==> src/rtl/scpad_frontend_arb_pkg.sv <==
// Shared types and constants for the scratchpad frontend arbiter.
// A row request carries the per-column slot, crossbar shift, active mask and write data.
package scpad_frontend_arb_pkg;

    localparam int NUM_COLS = 4;
    localparam int ROW_W    = 5;
    localparam int SLOT_W   = NUM_COLS * ROW_W;
    localparam int SHIFT_W  = NUM_COLS * $clog2(NUM_COLS);
    localparam int MASK_W   = NUM_COLS;
    localparam int DATA_W   = NUM_COLS * 8;

    typedef logic [SLOT_W-1:0]  slot_mask_t;
    typedef logic [SHIFT_W-1:0] shift_mask_t;
    typedef logic [MASK_W-1:0]  valid_mask_t;
    typedef logic [DATA_W-1:0]  scpad_data_t;

    typedef struct packed {
        logic        write;
        slot_mask_t  slot;
        shift_mask_t shift;
        valid_mask_t mask;
        scpad_data_t data;
    } scpad_req_t;

    localparam int FE_REQ_BACKEND = 0;
    localparam int FE_REQ_SA      = 1;
    localparam int FE_REQ_VC      = 2;
    localparam int FE_NUM_REQ     = 3;

    // Round-robin successor of idx among n requesters.
    function automatic int rr_next(input int idx, input int n);
        return (idx >= n - 1) ? 0 : idx + 1;
    endfunction

endpackage

==> src/rtl/scpad_frontend_arb_if.sv <==
// Requester-side and SRAM-controller-side bundle of the frontend arbiter.
// master = requesters plus SRAM controller, slave = the arbiter.
interface scpad_frontend_arb_if
    import scpad_frontend_arb_pkg::*;
#(
    parameter int NUM_REQ = FE_NUM_REQ
) ();
    localparam int IDW = (NUM_REQ > 1) ? $clog2(NUM_REQ) : 1;

    logic [NUM_REQ-1:0]              req_valid;
    logic [NUM_REQ-1:0]              req_ready;
    logic [NUM_REQ-1:0]              req_write;
    slot_mask_t  [NUM_REQ-1:0]       req_slot;
    shift_mask_t [NUM_REQ-1:0]       req_shift;
    valid_mask_t [NUM_REQ-1:0]       req_mask;
    scpad_data_t [NUM_REQ-1:0]       req_wdata;

    logic                            sram_valid;
    logic                            sram_ready;
    logic                            sram_write;
    slot_mask_t                      sram_slot;
    shift_mask_t                     sram_shift;
    valid_mask_t                     sram_mask;
    scpad_data_t                     sram_wdata;
    logic [IDW-1:0]                  sram_id;
    logic                            sram_rsp_valid;
    scpad_data_t                     sram_rsp_data;

    logic [NUM_REQ-1:0]              rsp_valid;
    scpad_data_t                     rsp_data;
    logic                            err_rsp_unf;

    modport master (
        output req_valid, req_write, req_slot, req_shift, req_mask, req_wdata,
        output sram_ready, sram_rsp_valid, sram_rsp_data,
        input  req_ready, sram_valid, sram_write, sram_slot, sram_shift, sram_mask,
        input  sram_wdata, sram_id, rsp_valid, rsp_data, err_rsp_unf
    );

    modport slave (
        input  req_valid, req_write, req_slot, req_shift, req_mask, req_wdata,
        input  sram_ready, sram_rsp_valid, sram_rsp_data,
        output req_ready, sram_valid, sram_write, sram_slot, sram_shift, sram_mask,
        output sram_wdata, sram_id, rsp_valid, rsp_data, err_rsp_unf
    );

endinterface

==> src/rtl/scpad_frontend_arb_rsp_id_fifo.sv <==
// In-order FIFO of requester ids for reads awaiting their SRAM response.
// A push and a pop in the same cycle are both honoured, even when full.
module scpad_rsp_id_fifo #(
    parameter int DEPTH = 4,
    parameter int W     = 2
) (
    input  logic         CLK,
    input  logic         nRST,
    input  logic         push,
    input  logic [W-1:0] push_id,
    input  logic         pop,
    output logic         full,
    output logic         empty,
    output logic [W-1:0] head
);
    localparam int PW = (DEPTH > 1) ? $clog2(DEPTH) : 1;
    localparam int CW = PW + 1;

    logic [W-1:0]  mem_r [DEPTH];
    logic [PW-1:0] wr_ptr_r;
    logic [PW-1:0] rd_ptr_r;
    logic [CW-1:0] cnt_r;
    logic          do_push_s;
    logic          do_pop_s;

    assign full      = (cnt_r == CW'(DEPTH));
    assign empty     = (cnt_r == CW'(0));
    assign head      = mem_r[rd_ptr_r];
    assign do_pop_s  = pop && !empty;
    assign do_push_s = push && (!full || do_pop_s);

    // Storage, pointers and occupancy.
    always_ff @(posedge CLK or negedge nRST) begin
        if (!nRST) begin
            for (int i = 0; i < DEPTH; i++) begin
                mem_r[i] <= '0;
            end
            wr_ptr_r <= '0;
            rd_ptr_r <= '0;
            cnt_r    <= '0;
        end else begin
            if (do_push_s) begin
                mem_r[wr_ptr_r] <= push_id;
                wr_ptr_r <= (wr_ptr_r == PW'(DEPTH - 1)) ? PW'(0) : wr_ptr_r + PW'(1);
            end
            if (do_pop_s) begin
                rd_ptr_r <= (rd_ptr_r == PW'(DEPTH - 1)) ? PW'(0) : rd_ptr_r + PW'(1);
            end
            case ({do_push_s, do_pop_s})
                2'b10:   cnt_r <= cnt_r + CW'(1);
                2'b01:   cnt_r <= cnt_r - CW'(1);
                default: cnt_r <= cnt_r;
            endcase
        end
    end

endmodule

==> src/rtl/scpad_frontend_arb.sv <==
// Arbitrates the scratchpad SRAM port between NUM_REQ requesters (round-robin with
// aging urgency), registers the winner, and steers in-order read responses back.
module scpad_frontend_arb
    import scpad_frontend_arb_pkg::*;
#(
    parameter int NUM_REQ   = FE_NUM_REQ,
    parameter int RSP_DEPTH = 4,
    parameter int AGE_MAX   = 15
) (
    input logic                 CLK,
    input logic                 nRST,
    scpad_frontend_arb_if.slave bus
);
    localparam int IDW = (NUM_REQ > 1) ? $clog2(NUM_REQ) : 1;
    localparam int CW  = $clog2(RSP_DEPTH + 1);
    localparam int AW  = (AGE_MAX > 0) ? $clog2(AGE_MAX + 1) : 1;

    scpad_req_t         stage_r;
    logic               sram_valid_r;
    logic [IDW-1:0]     sram_id_r;
    logic [IDW-1:0]     rr_ptr_r;
    logic [CW-1:0]      out_cnt_r;
    logic [AW-1:0]      age_r [NUM_REQ];
    logic               err_r;

    logic               stage_free_s;
    logic               read_ok_s;
    logic               any_urgent_s;
    logic               win_found_s;
    logic               grant_s;
    logic               grant_read_s;
    logic               fifo_full_s;
    logic               fifo_empty_s;
    logic               fifo_pop_s;
    logic [NUM_REQ-1:0] elig_s;
    logic [NUM_REQ-1:0] urgent_s;
    logic [NUM_REQ-1:0] pool_s;
    logic [NUM_REQ-1:0] req_ready_s;
    logic [NUM_REQ-1:0] rsp_valid_s;
    logic [IDW-1:0]     win_id_s;
    logic [IDW-1:0]     cand_s;
    logic [IDW-1:0]     fifo_head_s;

    // Gating with nRST keeps req_ready low while the block is held in reset.
    assign stage_free_s = nRST && (!sram_valid_r || bus.sram_ready);
    assign read_ok_s    = (out_cnt_r < CW'(RSP_DEPTH)) && !fifo_full_s;
    assign grant_s      = stage_free_s && win_found_s;
    assign grant_read_s = grant_s && !bus.req_write[win_id_s];
    assign fifo_pop_s   = bus.sram_rsp_valid && !fifo_empty_s;

    // Eligibility, urgency and the candidate pool for this cycle.
    always_comb begin
        elig_s   = '0;
        urgent_s = '0;
        for (int i = 0; i < NUM_REQ; i++) begin
            elig_s[i]   = bus.req_valid[i] && (bus.req_write[i] || read_ok_s);
            urgent_s[i] = elig_s[i] && (age_r[i] == AW'(AGE_MAX));
        end
        any_urgent_s = |urgent_s;
        pool_s       = any_urgent_s ? urgent_s : elig_s;
    end

    // Round-robin search of the pool starting at rr_ptr.
    always_comb begin
        win_found_s = 1'b0;
        win_id_s    = '0;
        cand_s      = '0;
        for (int k = 0; k < NUM_REQ; k++) begin
            cand_s = IDW'((int'(rr_ptr_r) + k) % NUM_REQ);
            if (!win_found_s && pool_s[cand_s]) begin
                win_found_s = 1'b1;
                win_id_s    = cand_s;
            end else begin
                win_found_s = win_found_s;
            end
        end
    end

    // One-hot ready for the winner and one-hot response strobe for the FIFO head.
    always_comb begin
        req_ready_s = '0;
        rsp_valid_s = '0;
        for (int i = 0; i < NUM_REQ; i++) begin
            req_ready_s[i] = grant_s && (win_id_s == IDW'(i));
            rsp_valid_s[i] = fifo_pop_s && (fifo_head_s == IDW'(i));
        end
    end

    // Output stage and round-robin pointer.
    always_ff @(posedge CLK or negedge nRST) begin
        if (!nRST) begin
            stage_r      <= '0;
            sram_valid_r <= 1'b0;
            sram_id_r    <= '0;
            rr_ptr_r     <= '0;
        end else if (grant_s) begin
            stage_r <= '{write: bus.req_write[win_id_s],
                         slot:  bus.req_slot[win_id_s],
                         shift: bus.req_shift[win_id_s],
                         mask:  bus.req_mask[win_id_s],
                         data:  bus.req_wdata[win_id_s]};
            sram_valid_r <= 1'b1;
            sram_id_r    <= win_id_s;
            rr_ptr_r     <= IDW'(rr_next(int'(win_id_s), NUM_REQ));
        end else if (bus.sram_ready) begin
            sram_valid_r <= 1'b0;
        end
    end

    // Per-requester wait age, saturating; cleared on grant or when the request drops.
    always_ff @(posedge CLK or negedge nRST) begin
        if (!nRST) begin
            for (int i = 0; i < NUM_REQ; i++) begin
                age_r[i] <= '0;
            end
        end else begin
            for (int i = 0; i < NUM_REQ; i++) begin
                if (!bus.req_valid[i] || req_ready_s[i]) begin
                    age_r[i] <= '0;
                end else if (age_r[i] != AW'(AGE_MAX)) begin
                    age_r[i] <= age_r[i] + AW'(1);
                end
            end
        end
    end

    // Outstanding read count and sticky response-underflow flag.
    always_ff @(posedge CLK or negedge nRST) begin
        if (!nRST) begin
            out_cnt_r <= '0;
            err_r     <= 1'b0;
        end else begin
            case ({grant_read_s, fifo_pop_s})
                2'b10:   out_cnt_r <= out_cnt_r + CW'(1);
                2'b01:   out_cnt_r <= out_cnt_r - CW'(1);
                default: out_cnt_r <= out_cnt_r;
            endcase
            if (bus.sram_rsp_valid && fifo_empty_s) begin
                err_r <= 1'b1;
            end
        end
    end

    scpad_rsp_id_fifo #(
        .DEPTH (RSP_DEPTH),
        .W     (IDW)
    ) u_rsp_fifo (
        .CLK     (CLK),
        .nRST    (nRST),
        .push    (grant_read_s),
        .push_id (win_id_s),
        .pop     (fifo_pop_s),
        .full    (fifo_full_s),
        .empty   (fifo_empty_s),
        .head    (fifo_head_s)
    );

    assign bus.req_ready   = req_ready_s;
    assign bus.sram_valid  = sram_valid_r;
    assign bus.sram_write  = stage_r.write;
    assign bus.sram_slot   = stage_r.slot;
    assign bus.sram_shift  = stage_r.shift;
    assign bus.sram_mask   = stage_r.mask;
    assign bus.sram_wdata  = stage_r.data;
    assign bus.sram_id     = sram_id_r;
    assign bus.rsp_valid   = rsp_valid_s;
    assign bus.rsp_data    = bus.sram_rsp_data;
    assign bus.err_rsp_unf = err_r;

endmodule

==> src/flat_wrapper.sv <==
// flat-port wrapper written by rule: the top's interface ports become plain ports
module scpad_frontend_arb_flat import scpad_frontend_arb_pkg::*;
#(
    parameter int NUM_REQ   = FE_NUM_REQ,
    parameter int RSP_DEPTH = 4,
    parameter int AGE_MAX   = 15
)
  (CLK, nRST, bus_req_valid, bus_req_write, bus_req_slot, bus_req_shift, bus_req_mask, bus_req_wdata, bus_sram_ready, bus_sram_rsp_valid, bus_sram_rsp_data, bus_req_ready, bus_sram_valid, bus_sram_write, bus_sram_slot, bus_sram_shift, bus_sram_mask, bus_sram_wdata, bus_sram_id, bus_rsp_valid, bus_rsp_data, bus_err_rsp_unf);
  scpad_frontend_arb_if #(.NUM_REQ(NUM_REQ)) bus_i ();
  input logic CLK;
  input logic nRST;
  input wire logic [$bits(bus_i.req_valid)-1:0] bus_req_valid;
  input wire logic [$bits(bus_i.req_write)-1:0] bus_req_write;
  input wire logic [$bits(bus_i.req_slot)-1:0] bus_req_slot;
  input wire logic [$bits(bus_i.req_shift)-1:0] bus_req_shift;
  input wire logic [$bits(bus_i.req_mask)-1:0] bus_req_mask;
  input wire logic [$bits(bus_i.req_wdata)-1:0] bus_req_wdata;
  input wire logic [$bits(bus_i.sram_ready)-1:0] bus_sram_ready;
  input wire logic [$bits(bus_i.sram_rsp_valid)-1:0] bus_sram_rsp_valid;
  input wire logic [$bits(bus_i.sram_rsp_data)-1:0] bus_sram_rsp_data;
  output wire logic [$bits(bus_i.req_ready)-1:0] bus_req_ready;
  output wire logic [$bits(bus_i.sram_valid)-1:0] bus_sram_valid;
  output wire logic [$bits(bus_i.sram_write)-1:0] bus_sram_write;
  output wire logic [$bits(bus_i.sram_slot)-1:0] bus_sram_slot;
  output wire logic [$bits(bus_i.sram_shift)-1:0] bus_sram_shift;
  output wire logic [$bits(bus_i.sram_mask)-1:0] bus_sram_mask;
  output wire logic [$bits(bus_i.sram_wdata)-1:0] bus_sram_wdata;
  output wire logic [$bits(bus_i.sram_id)-1:0] bus_sram_id;
  output wire logic [$bits(bus_i.rsp_valid)-1:0] bus_rsp_valid;
  output wire logic [$bits(bus_i.rsp_data)-1:0] bus_rsp_data;
  output wire logic [$bits(bus_i.err_rsp_unf)-1:0] bus_err_rsp_unf;
  assign bus_i.req_valid = bus_req_valid;
  assign bus_i.req_write = bus_req_write;
  assign bus_i.req_slot = bus_req_slot;
  assign bus_i.req_shift = bus_req_shift;
  assign bus_i.req_mask = bus_req_mask;
  assign bus_i.req_wdata = bus_req_wdata;
  assign bus_i.sram_ready = bus_sram_ready;
  assign bus_i.sram_rsp_valid = bus_sram_rsp_valid;
  assign bus_i.sram_rsp_data = bus_sram_rsp_data;
  assign bus_req_ready = bus_i.req_ready;
  assign bus_sram_valid = bus_i.sram_valid;
  assign bus_sram_write = bus_i.sram_write;
  assign bus_sram_slot = bus_i.sram_slot;
  assign bus_sram_shift = bus_i.sram_shift;
  assign bus_sram_mask = bus_i.sram_mask;
  assign bus_sram_wdata = bus_i.sram_wdata;
  assign bus_sram_id = bus_i.sram_id;
  assign bus_rsp_valid = bus_i.rsp_valid;
  assign bus_rsp_data = bus_i.rsp_data;
  assign bus_err_rsp_unf = bus_i.err_rsp_unf;
  scpad_frontend_arb #(.NUM_REQ(NUM_REQ), .RSP_DEPTH(RSP_DEPTH), .AGE_MAX(AGE_MAX)) u_core (.CLK(CLK), .nRST(nRST), .bus(bus_i));
endmodule
==> config.mk <==
export PLATFORM = sky130hd
export DESIGN_NAME = scpad_frontend_arb_flat
export DESIGN_NICKNAME = d
export VERILOG_FILES = /design/src/rtl/scpad_frontend_arb_pkg.sv /design/src/rtl/scpad_frontend_arb_if.sv /design/src/rtl/scpad_frontend_arb_rsp_id_fifo.sv /design/src/rtl/scpad_frontend_arb.sv /design/src/flat_wrapper.sv
export SDC_FILE = /design/constraint.sdc
export NUM_CORES = 1
export LEC_CHECK = 0
export BUFFER_PORTS_ARGS = -buffer_cell sky130_fd_sc_hd__buf_4
export CAP_MARGIN = 5
export CELL_PAD_IN_SITES_DETAIL_PLACEMENT = 1
export CELL_PAD_IN_SITES_GLOBAL_PLACEMENT = 1
export CORE_UTILIZATION = 31
export DETAILED_ROUTE_END_ITERATION = 10
export MAX_ROUTING_LAYER = met4
export PLACE_DENSITY = 0.84
export SKIP_CTS_REPAIR_TIMING = 1
export SLEW_MARGIN = 5
export SYNTH_ARGS = -nofsm -noshare
export SYNTH_HDL_FRONTEND = slang
export SYNTH_SLANG_ARGS = --single-unit
export TNS_END_PERCENT = 5
==> constraint.sdc <==
create_clock -name CLK -period 5.1 [get_ports CLK]
set_input_delay 1.53 -clock CLK [delete_from_list [all_inputs] [get_ports CLK]]
set_output_delay 1.53 -clock CLK [all_outputs]
set_load 0.005 [all_outputs]
# Yosys cells after proc, flatten, opt, wreduce, memory -nomap -nowiden
# Index checks and enable logic that the tools add are counted.
dict set report op_classes {
  n_addsub 12
  div_mod_pow 3
  magnitude_cmp 9
  n_eq_ne 17
  n_mux 42
  bitwise 2
  n_reduce_logical 50
}
# op count
set op_table {}
lappend op_table {{binary-select mux 32 bit (select 2 bit)} 1}
lappend op_table {{remainder unit 32 x 3 -> 32 bit (second input constant)} 2}
lappend op_table {{binary-select mux 20 bit (select 2 bit)} 1}
lappend op_table {{remainder unit 3 x 3 -> 32 bit (second input constant)} 1}
lappend op_table {{two-way mux 32 bit} 1}
lappend op_table {{two-way mux 4 bit} 7}
lappend op_table {{logical AND 1 bit} 23}
lappend op_table {{two-way mux 20 bit} 1}
lappend op_table {{two-way mux 2 bit} 9}
lappend op_table {{binary-select mux 8 bit (select 2 bit)} 1}
lappend op_table {{adder 4 x 1 -> 4 bit (second input constant)} 3}
lappend op_table {{equality test 2 bit (second input constant)} 6}
lappend op_table {{equality test 4 bit (second input constant)} 3}
lappend op_table {{< comparator 2 x 3 -> 1 bit (second input constant)} 4}
lappend op_table {{inequality test 4 bit (second input constant)} 3}
lappend op_table {{case mux 3 bit (2 select lines)} 2}
lappend op_table {{nonzero test 2 bit} 6}
lappend op_table {{zero test 1 bit} 9}
lappend op_table {{two-way mux 1 bit} 9}
lappend op_table {{binary-select mux 1 bit (select 2 bit)} 4}
lappend op_table {{binary-select mux 4 bit (select 2 bit)} 1}
lappend op_table {{bitwise mux 8 bit} 1}
lappend op_table {{equality test 2 x 1 -> 1 bit (second input constant)} 4}
lappend op_table {{logical OR 1 bit} 8}
lappend op_table {{18 further kinds} 25}
dict set report word_totals {
  reg_bits 101
  inputBits 234
  out_inout_bits 107
  wordCells 155
}

# Logic depth before layout (Yosys ltp)
# Gate-level depths: netlist of run 1.
dict set report logic_depth {
  word_depth 24
  mapped_depth 16
  ltp_nobuf 14
}

# Cells and area by module
# From an unflattened synthesis of run 1, not the netlist that was laid out.
dict set report hier_totals {
  cells_unflattened 720
  hier_area_um2 6802.8
}
# mod n_inst cells_per_inst area_each_um2 seq_area_each_um2
set modules_own_cells {}
lappend modules_own_cells {scpad_frontend_arb 1 658 6002.0 2152.1}
lappend modules_own_cells {scpad_rsp_id_fifo 1 62 800.8 375.4}

# Worst setup path before layout of run 1
# OpenSTA, ideal clock, no wires.
dict set report synth_path {
  kind {input -> output}
  start {in bus_req_write[2]}
  end {out bus_req_ready[1]}
  arrival_ns 3.212
  required_time_ns 3.570
  slack_ns 0.358
  path_stages 7
  n_path_buf 0
  cell_sequence {or4b_1 -> nand3_2 -> o22ai_1 -> a21o_1 -> nor4b_4 -> nand2_1 -> inv_1}
}
dict set report synth_between {
  elab_chain_len 16
  word_cells_on_any_way 24
  cone_classes {eq/ne: 1; mux: 13; reduce/logical: 10}
}
# element line
set synth_rtl {}
lappend synth_rtl {{from (decl)} flat_wrapper.sv:13} ;# input wire logic [$bits(bus_i.req_write)-1:0] bus_req_write;
lappend synth_rtl {{logical OR 1 bit (*)} scpad_frontend_arb.sv:56} ;# elig_s[i] = bus.req_valid[i] && (bus.req_write[i] || read_ok_s);
lappend synth_rtl {{logical AND 1 bit (*)} scpad_frontend_arb.sv:56}
lappend synth_rtl {{logical AND 1 bit} scpad_frontend_arb.sv:57} ;# urgent_s[i] = elig_s[i] && (age_r[i] == AW'(AGE_MAX));
lappend synth_rtl {{OR reduction 3 bit} scpad_frontend_arb.sv:59} ;# any_urgent_s = |urgent_s;
lappend synth_rtl {{two-way mux 3 bit (*)} scpad_frontend_arb.sv:60} ;# pool_s = any_urgent_s ? urgent_s : elig_s;
lappend synth_rtl {{binary-select mux 1 bit (select 2 bit)} scpad_frontend_arb.sv:70} ;# if (!win_found_s && pool_s[cand_s]) begin
lappend synth_rtl {{two-way mux 1 bit (implied by the code)} scpad_frontend_arb.sv:70}
lappend synth_rtl {{two-way mux 1 bit} scpad_frontend_arb.sv:70}
lappend synth_rtl {{zero test 1 bit} scpad_frontend_arb.sv:70}
lappend synth_rtl {{logical AND 1 bit} scpad_frontend_arb.sv:70}
lappend synth_rtl {{two-way mux 1 bit} scpad_frontend_arb.sv:70}
lappend synth_rtl {{zero test 1 bit} scpad_frontend_arb.sv:70}
lappend synth_rtl {{logical AND 1 bit} scpad_frontend_arb.sv:70}
lappend synth_rtl {{two-way mux 2 bit or two-way mux 1 bit (tied branches)} scpad_frontend_arb.sv:70}
lappend synth_rtl {{equality test 2 x 1 -> 1 bit or logical AND 1 bit (tied branches)} {scpad_frontend_arb.sv:84, scpad_frontend_arb.sv:47}}
lappend synth_rtl {{logical AND 1 bit (*)} scpad_frontend_arb.sv:84} ;# req_ready_s[i] = grant_s && (win_id_s == IDW'(i));
lappend synth_rtl {{to (decl)} flat_wrapper.sv:21} ;# output wire logic [$bits(bus_i.req_ready)-1:0] bus_req_ready;
# Mark *: on every way between the ends. The rest lies on a longest branch, timed or not. The select of a mux whose other input is x is not followed.

# Final worst setup path of run 1
# Same ends and word-level chain as after synthesis.

==> results.md, run 1 <==
- CP cell instances: buf_4 -> or4b_1 -> nand3_2 -> o22ai_1 -> a21o_1 -> nor4b_4 -> nand2_1 -> inv_1 -> buf_4
- GR Layer Usage met3: 0.0445
- Least-Margin Pin Slew: 0.786 ns
- Max-slew headroom: 0.476
- Antenna diode count: 0
- Slowest CP cell: or4b_1
- Global-route wire length before repair: 29.0 mm
- Pleak: 3.78 nW
- Warning count from the yosys run: 0
- Most instantiated library cell after synthesis: dfrtp_1
- Clock Tree Buf Depth: 2
- Critical path endpoint category: output pin
- GR Util met2: 0.358
- Mean Syn Cell Area: 9.34 um2
- Worst setup SP type: input pin
- Max Cap Viol: 0
- Slowest Stage Delay on Critical Path: 0.49 ns
- Routed via count: 5360
- Synth cell count leaders: dfrtp_1 (101), nor2_1 (86), nand2_1 (85), a31oi_1 (68), a22oi_1 (64)
- Worst R2R Start: u_core.u_rsp_fifo.cnt_r[0]$_DFFE_PN0P_
- DRC Markers: 0
- Register-to-Register Path Depth: 14
- Num ports: 341
- Worst vdd ir: 0.339 mV
- Post-synthesis net count: 842
- Worst hold path type: flip-flop to flip-flop
- Largest net degree at the start of global routing: 69
- Placed cells: 1042
- Pre-antenna DRT Iters: 4
- Wire length per cell: 17.4 um
- Num rows: 48
- Fin cells: 1058
- Final Skew: 0.00939 ns
- Worst reg2reg path endpoint: u_core.u_rsp_fifo.cnt_r[2]$_DFFE_PN0P_
- Crit-path max FO: 6
- Num CTS Buffers: 9
- Period Utilization, post-route: 0.988
- Die X: 136 um
- Synth async-reset ratio: 1.00
- Crit path from: bus_req_write[2]
- GRT Total Usage: 0.211
- Most used cell, CP: buf_4
- Layout net count: 1076
- Drt first-iter violations: 162
- Number of cells on the critical path: 9
- Die H: 136 um
- Port buffer count: 276
- Termination of the worst setup path: bus_req_ready[1]
- CP delay by family, top: simple AND/OR/NAND/NOR gates
- Share of cells above drive strength 1: 0.391
- Core box area: 17400 um2
- Fillers: 2029
- Initial antenna violation count: 0
- Cell Area, Synth: 5550 um2
- CP bufs+invs: 3
- Post-synth EDFFs: 0
- Status: complete, no violations
- Arr. time, crit path: 3.51 ns
- Gate Count Post-Synth: 594
- Final hold viol count: 0
- Clock latency at the later pin of the worst-skew pair: 0.35 ns
- Reg clk slew, reported paths: 0.07 ns
- Routability-driven placement congestion ratio: 0.861
- Synth Register Bits: 101
- Routed Antenna Nets: 0
- Sequential cell area fraction in the yosys report: 0.456
- CTS tree: yes
- H-Tree Depth: 3
- Max-slew violations: 0
- Yosys top cell by area: dfrtp_1
- Remaining Overflow, GRT: 0
- Kind of critical path: input pin to output pin
- Starting Density: 0.320
- Met1 Usage GRT: 0.244
- Ranking of synthesized cells by area: dfrtp_1 (46%), a22oi_1 (8.7%), a31oi_1 (7.7%)
- Worst R2R Setup Slack: 1.15 ns
- WHS: 0.474 ns
- CTS sink count: 101
- Vias/cell: 5.07
- Vias in the first global route: 5674
- Power Density: 579 nW/um2
- Clock Tree Root: clkbuf_16
- Library cells used by synthesis: 47
- FMAX: 198 MHz
- RSZ-0062 raised after global routing: yes
- CP required: 3.57 ns
- Die ar.: 18400 um2
- Routed Wire Length: 18.4 mm
- Most used routing layer: met2
- Final Critical Period: 5.04 ns
- DP HPWL: 14.0 mm
- Ys flop type: dfrtp_1
- Area added between synthesis and finish: 42.9%
- Endpoints failing setup: 0
- Yosys top cell area share: 0.456
==> state kept, by name, indices dropped and copies added, names as in the netlist, 3 cells and up <==
signal / flops
u_core.bus.sram_wdata: 32
u_core.bus.sram_slot: 20
u_core.age_r: 12
u_core.bus.sram_shift: 8
u_core.u_rsp_fifo.mem_r: 8
u_core.bus.sram_mask: 4
u_core.out_cnt_r: 3
u_core.u_rsp_fifo.cnt_r: 3
==> worst reg2reg max path, delay by kind of cell, from the launching register on <==
family | cells | cell delay, ns
adders and majority gates | 2 | 0.60
xor gates and xnor gates | 2 | 0.30
AOI/OAI and AO/OA | 3 | 0.74
and+or+nand+nor | 5 | 1.49
buffers and inverters | 2 | 0.26
DFF | 1 | 0.46
==> kinds of logic after synthesis <==
logic type	count (synthesis)	synth area share
buffers and inverters	81	0.0825
AND/OR/NAND/NOR	210	0.165
XOR/XNOR	9	0.0142
flip-flops	101	0.456
adder cells (fa/ha/maj)	14	0.0343
multiplexers	8	0.0207
AO/OA/AOI/OAI	171	0.228
==> layout make-up <==
| class | instances | area (um2) | area share |
|---|---|---|---|
| clock buffers | 10 | 239 | 0.0301 |
| clock inverters | 6 | 70.1 | 0.00884 |
| inverters | 13 | 48.8 | 0.00615 |
| multi-input cells | 412 | 2580 | 0.325 |
| flip-flops and latches | 101 | 2530 | 0.319 |
| well taps | 225 | 282 | 0.0355 |
| repair buffers | 291 | 2180 | 0.275 |
==> cell usage in the layout (no fill, tap or decap), types with 4 or more instances in the layout <==
cell	count
xor2_1	4
nor3_1	7
nor2_1	86
a31oi_1	68
nand2b_1	6
a22o_1	8
mux2i_1	4
a21o_1	6
dfrtp_1	101
inv_1	13
a22oi_1	64
clkbuf_16	9
ha_1	12
a211oi_1	4
buf_4	291
xnor2_1	5
nand2_1	85
nand3_1	11
==> metal layers <==
metal,vias up,share of wire,routed length [um]
met4,0,0.021,384
met2,172,0.51,9440
met3,22,0.049,903
met1,2592,0.42,7680
met5,-,0,0
li1,2574,-,-
==> worst min-delay path by stage <==
stage	startpoint	endpoint	slack [ns]	cells past startpoint
after global placement	u_core.bus.err_rsp_unf$_DFFE_PN0P_	u_core.bus.err_rsp_unf$_DFFE_PN0P_	0.44	1
after global routing	u_core.out_cnt_r[0]$_DFFE_PN0P_	u_core.out_cnt_r[0]$_DFFE_PN0P_	0.51	1
after floorplan	u_core.out_cnt_r[0]$_DFFE_PN0P_	u_core.out_cnt_r[0]$_DFFE_PN0P_	0.45	1
final	u_core.out_cnt_r[0]$_DFFE_PN0P_	u_core.out_cnt_r[0]$_DFFE_PN0P_	0.47	1
after CTS	u_core.out_cnt_r[0]$_DFFE_PN0P_	u_core.out_cnt_r[0]$_DFFE_PN0P_	0.48	1
after detailed placement	u_core.out_cnt_r[0]$_DFFE_PN0P_	u_core.out_cnt_r[0]$_DFFE_PN0P_	0.47	1
==> power breakdown <==
group	switching (mW)	internal [mW]
combinational	1.34	1.12
clock	0.326	0.399
sequential	0.236	1.17
==> stage by stage <==
stage | total power, mW | util | area (um2) | setup TNS (ns) | setup WS, ns
after floorplan | 2.86 | - | 5550 | 0 | 0.358
after global placement | 3.83 | 0.439 | 7620 | 0 | 0.119
after detailed placement | 3.92 | 0.439 | 7620 | 0 | 0.0206
after CTS | 4.66 | 0.457 | 7930 | 0 | 0.00470
after global routing | 4.96 | 0.457 | 7930 | -0.0624 | -0.0462
final | 4.59 | 0.457 | 7930 | 0 | 0.0597
Note: power is estimated with default switching activity, not from simulation.
==> run 2: changes to the inputs <==
--- a/config.mk
+++ b/config.mk
@@ -9,10 +9,10 @@
 export CAP_MARGIN = 5
 export CELL_PAD_IN_SITES_DETAIL_PLACEMENT = 1
 export CELL_PAD_IN_SITES_GLOBAL_PLACEMENT = 1
-export CORE_UTILIZATION = 31
+export CORE_UTILIZATION = 33
 export DETAILED_ROUTE_END_ITERATION = 10
 export MAX_ROUTING_LAYER = met4
-export PLACE_DENSITY = 0.84
+export PLACE_DENSITY = 0.88
 export SKIP_CTS_REPAIR_TIMING = 1
 export SLEW_MARGIN = 5
 export SYNTH_ARGS = -nofsm -noshare
==> constraint.sdc (replaced) <==
create_clock -name CLK -period 6 [get_ports CLK]
set_input_delay 1.8 -clock CLK [delete_from_list [all_inputs] [get_ports CLK]]
set_output_delay 1.8 -clock CLK [all_outputs]
set_load 0.005 [all_outputs]
==> run 2 against run 1 <==
- sequential power shrank 15%
- final cell count shrank 0.57%
- die area shrank 6.0%
- register-to-register slack gained 0.78 ns
- critical path depth shrank 1
- count of clock-buffer cells in the layout is the same
- setup slack gained 0.26 ns
- flip-flop and latch count is the same
- hold slack lost 0.0013 ns
- critical path type unchanged
- largest cell class unchanged
- largest power group unchanged
- highest routed layer unchanged
==> results.md, run 2 (synthesis results as in run 1) <==
- Final Critical Period: 5.68 ns
- H-Tree Depth: 3 (unchanged)
- Port buffer count: 276 (unchanged)
- Post-route cell area: 7890 um2 (-0.47%)
- Worst R2R Setup Slack: 1.93 ns (+0.78 ns)
- DP HPWL: 14.3 mm (+1.9%)
- Pleak: 3.77 nW (-0.42%)
- Part of the power in registers: 0.311 (+0.005)
- FMAX: 176 MHz
- CTS sink count: 101 (unchanged)
- Wire length per cell: 17.9 um (+2.8%)
- CP required: 4.20 ns (+0.63 ns)
- Routed Wire Length: 18.8 mm (+2.2%)
- Largest net degree at the start of global routing: 68 (-1.4%)
- DRC Markers: 0 (unchanged)
- Multi-input gate area: 2580 um2 (unchanged)
- Slowest Stage Delay on Critical Path: 0.49 ns (about the same)
- Clock Tree Root: clkbuf_16
- Die H: 132 um (-3.0%)
- Num CTS Buffers: 9 (unchanged)
- Vias in the first global route: 5820 (+2.6%)
- Max-slew violations: 0 (unchanged)
- Drt first-iter violations: 225 (+39%)
- Hold EP: u_core.bus.err_rsp_unf$_DFFE_PN0P_
- Reg clk slew, reported paths: 0.07 ns (about the same)
- Least-Margin Pin Slew: 0.940 ns (+0.154 ns)
- Vias/cell: 5.18 (+2.3%)
- Clock latency at the later pin of the worst-skew pair: 0.36 ns (about the same)
- Hold path cells: 1 (unchanged)
- Setup ws final: 0.319 ns (+0.260 ns)
- Register Area: 2530 um2 (unchanged)
- Die ar.: 17300 um2 (-6.0%)
- Endpoints failing setup: 0 (unchanged)
- Worst hold path type: flip-flop to flip-flop
- Num ports: 341 (unchanged)
- Fillers: 1965 (-3.2%)
- Dpl ws: 0.356 ns (+0.336 ns)
- GRT Total Usage: 0.230 (+0.0182)
- Core box area: 16500 um2 (-4.8%)
- Setup_tns: 0 ns (unchanged)
- Critical path endpoint category: output pin
- Period Utilization, post-route: 0.947
- Die X: 132 um (-3.0%)
- Routed via count: 5450 (+1.7%)
- Worst reg2reg path endpoint: u_core.u_rsp_fifo.cnt_r[2]$_DFFE_PN0P_
- Slowest CP cell: or4b_1
- Worst vdd ir: 0.253 mV (-25%)
- Worst hold start: u_core.bus.err_rsp_unf$_DFFE_PN0P_
- Arr. time, crit path: 3.88 ns (+0.37 ns)
- Sw power: 1.63 mW (-15%)
- Routability-driven placement congestion ratio: 0.819 (-4.8%)
- Layout net count: 1075 (-0.093%)
- Initial antenna violation count: 0 (unchanged)
- Status: complete, no violations
- CTS tree: yes
- Max-slew headroom: 0.372 (-0.104)
- Routed Antenna Nets: 0 (unchanged)
- Crit path from: bus_req_write[2]
- Share of cells above drive strength 1: 0.391 (-0.000732)
- Clk pwr share: 0.149 (-0.009)
- Power Density: 490 nW/um2 (-15%)
- Cell-internal power: 2.24 mW (-17%)
- Final Skew: 0.00727 ns (-0.00212 ns)
- Final hold viol count: 0 (unchanged)
- Post-DP Area: 7610 um2 (-0.18%)
- RSZ-0062 raised after global routing: no
- Commonest non-fill, non-tap cell in the layout: buf_4
- Area added between synthesis and finish: 42.3%
- CP cell instances: buf_4 -> or4b_1 -> nand3_2 -> o22ai_2 -> a21o_1 -> a221o_1 -> nor3_1 -> buf_4
- Pre-antenna DRT Iters: 4 (unchanged)
- Clock Tree Buf Depth: 2 (unchanged)
- Worst setup SP type: input pin
- Most used cell, CP: buf_4
- Worst R2R Start: u_core.u_rsp_fifo.cnt_r[1]$_DFFE_PN0P_
- Largest register FFs: 32 (unchanged)
- Most frequent cells in the layout: buf_4 (290), dfrtp_1 (101), nor2_1 (86)
- Comb pwr share: 0.540 (+0.004)
- Register-to-Register Path Depth: 14 (unchanged)
- Kind of critical path: input pin to output pin
- Starting Density: 0.336 (+0.0161)
- Remaining Overflow, GRT: 0 (unchanged)
- Switching fraction of total power: 0.421 (+0.00576)
- Final Core Density: 0.478 (+0.0207)
- Max Cap Viol: 0 (unchanged)
- Power, Total: 3.87 mW (-16%)
- Crit-path max FO: 7 (+1)
- Antenna diode count: 0 (unchanged)
- Num rows: 47 (-2.1%)
- Global-route wire length before repair: 30.3 mm (+4.5%)
==> run 2: cell types whose count changed in the layout (fill, tap and decap cells not counted), sizes merged <==
cell    before  now
buf        291  290
bufinv       1    0
clkinv       1    2
==> run 2: worst max-delay path by stage <==
| stage | to | slack [ns] | depth (start not counted) |
|---|---|---|---|
| after floorplan | bus_req_ready[1] | 0.72 | 7 |
| after global placement | bus_req_ready[0] | 0.46 | 8 |
| after detailed placement | bus_req_ready[0] | 0.36 | 8 |
| after CTS | bus_req_ready[0] | 0.32 | 8 |
| after global routing | bus_req_ready[0] | 0.21 | 8 |
| final | bus_req_ready[0] | 0.32 | 8 |
==> run 2: layout make-up <==
type | count | area share
clock inverters | 6 | 0.00587
multi-input cells | 412 | 0.327
repair buffers | 290 | 0.276
well taps | 220 | 0.0349
inverters | 13 | 0.00618
flip-flops and latches | 101 | 0.320
clock buffers | 10 | 0.0303
==> run 2: critical path: cells and delay by family <==
kind,cells,cell delay [ns]
compound gates,3,0.82
buf+inv,2,0.30
simple gates,3,0.95
==> run 2: routing by layer <==
metal  up-vias  routed length, um  GRT usage
li1       2578                  -          -
met1      2640               7640      0.259
met2       203               9770      0.397
met3        29                962     0.0544
met4         0                441     0.0782
met5         -                  0          -
==> run 2: metrics by stage <==
stage / hold WS, ns / instances
after floorplan: 0.446 / 594
after global placement: 0.442 / 1036
after detailed placement: 0.462 / 1036
after CTS: 0.479 / 1052
after global routing: 0.510 / 1052
final: 0.473 / 1052
==> run 2: power groups by stage <==
| stage | Sequential [mW] | Combinational (mW) | Clock, mW |
|---|---|---|---|
| after floorplan | 1.19 | 1.23 | 0 |
| after global placement | 1.19 | 2.04 | 0 |
| after detailed placement | 1.22 | 2.12 | 0 |
| after CTS | 1.20 | 2.13 | 0.596 |
| after global routing | 1.24 | 2.32 | 0.617 |
| final | 1.20 | 2.09 | 0.577 |
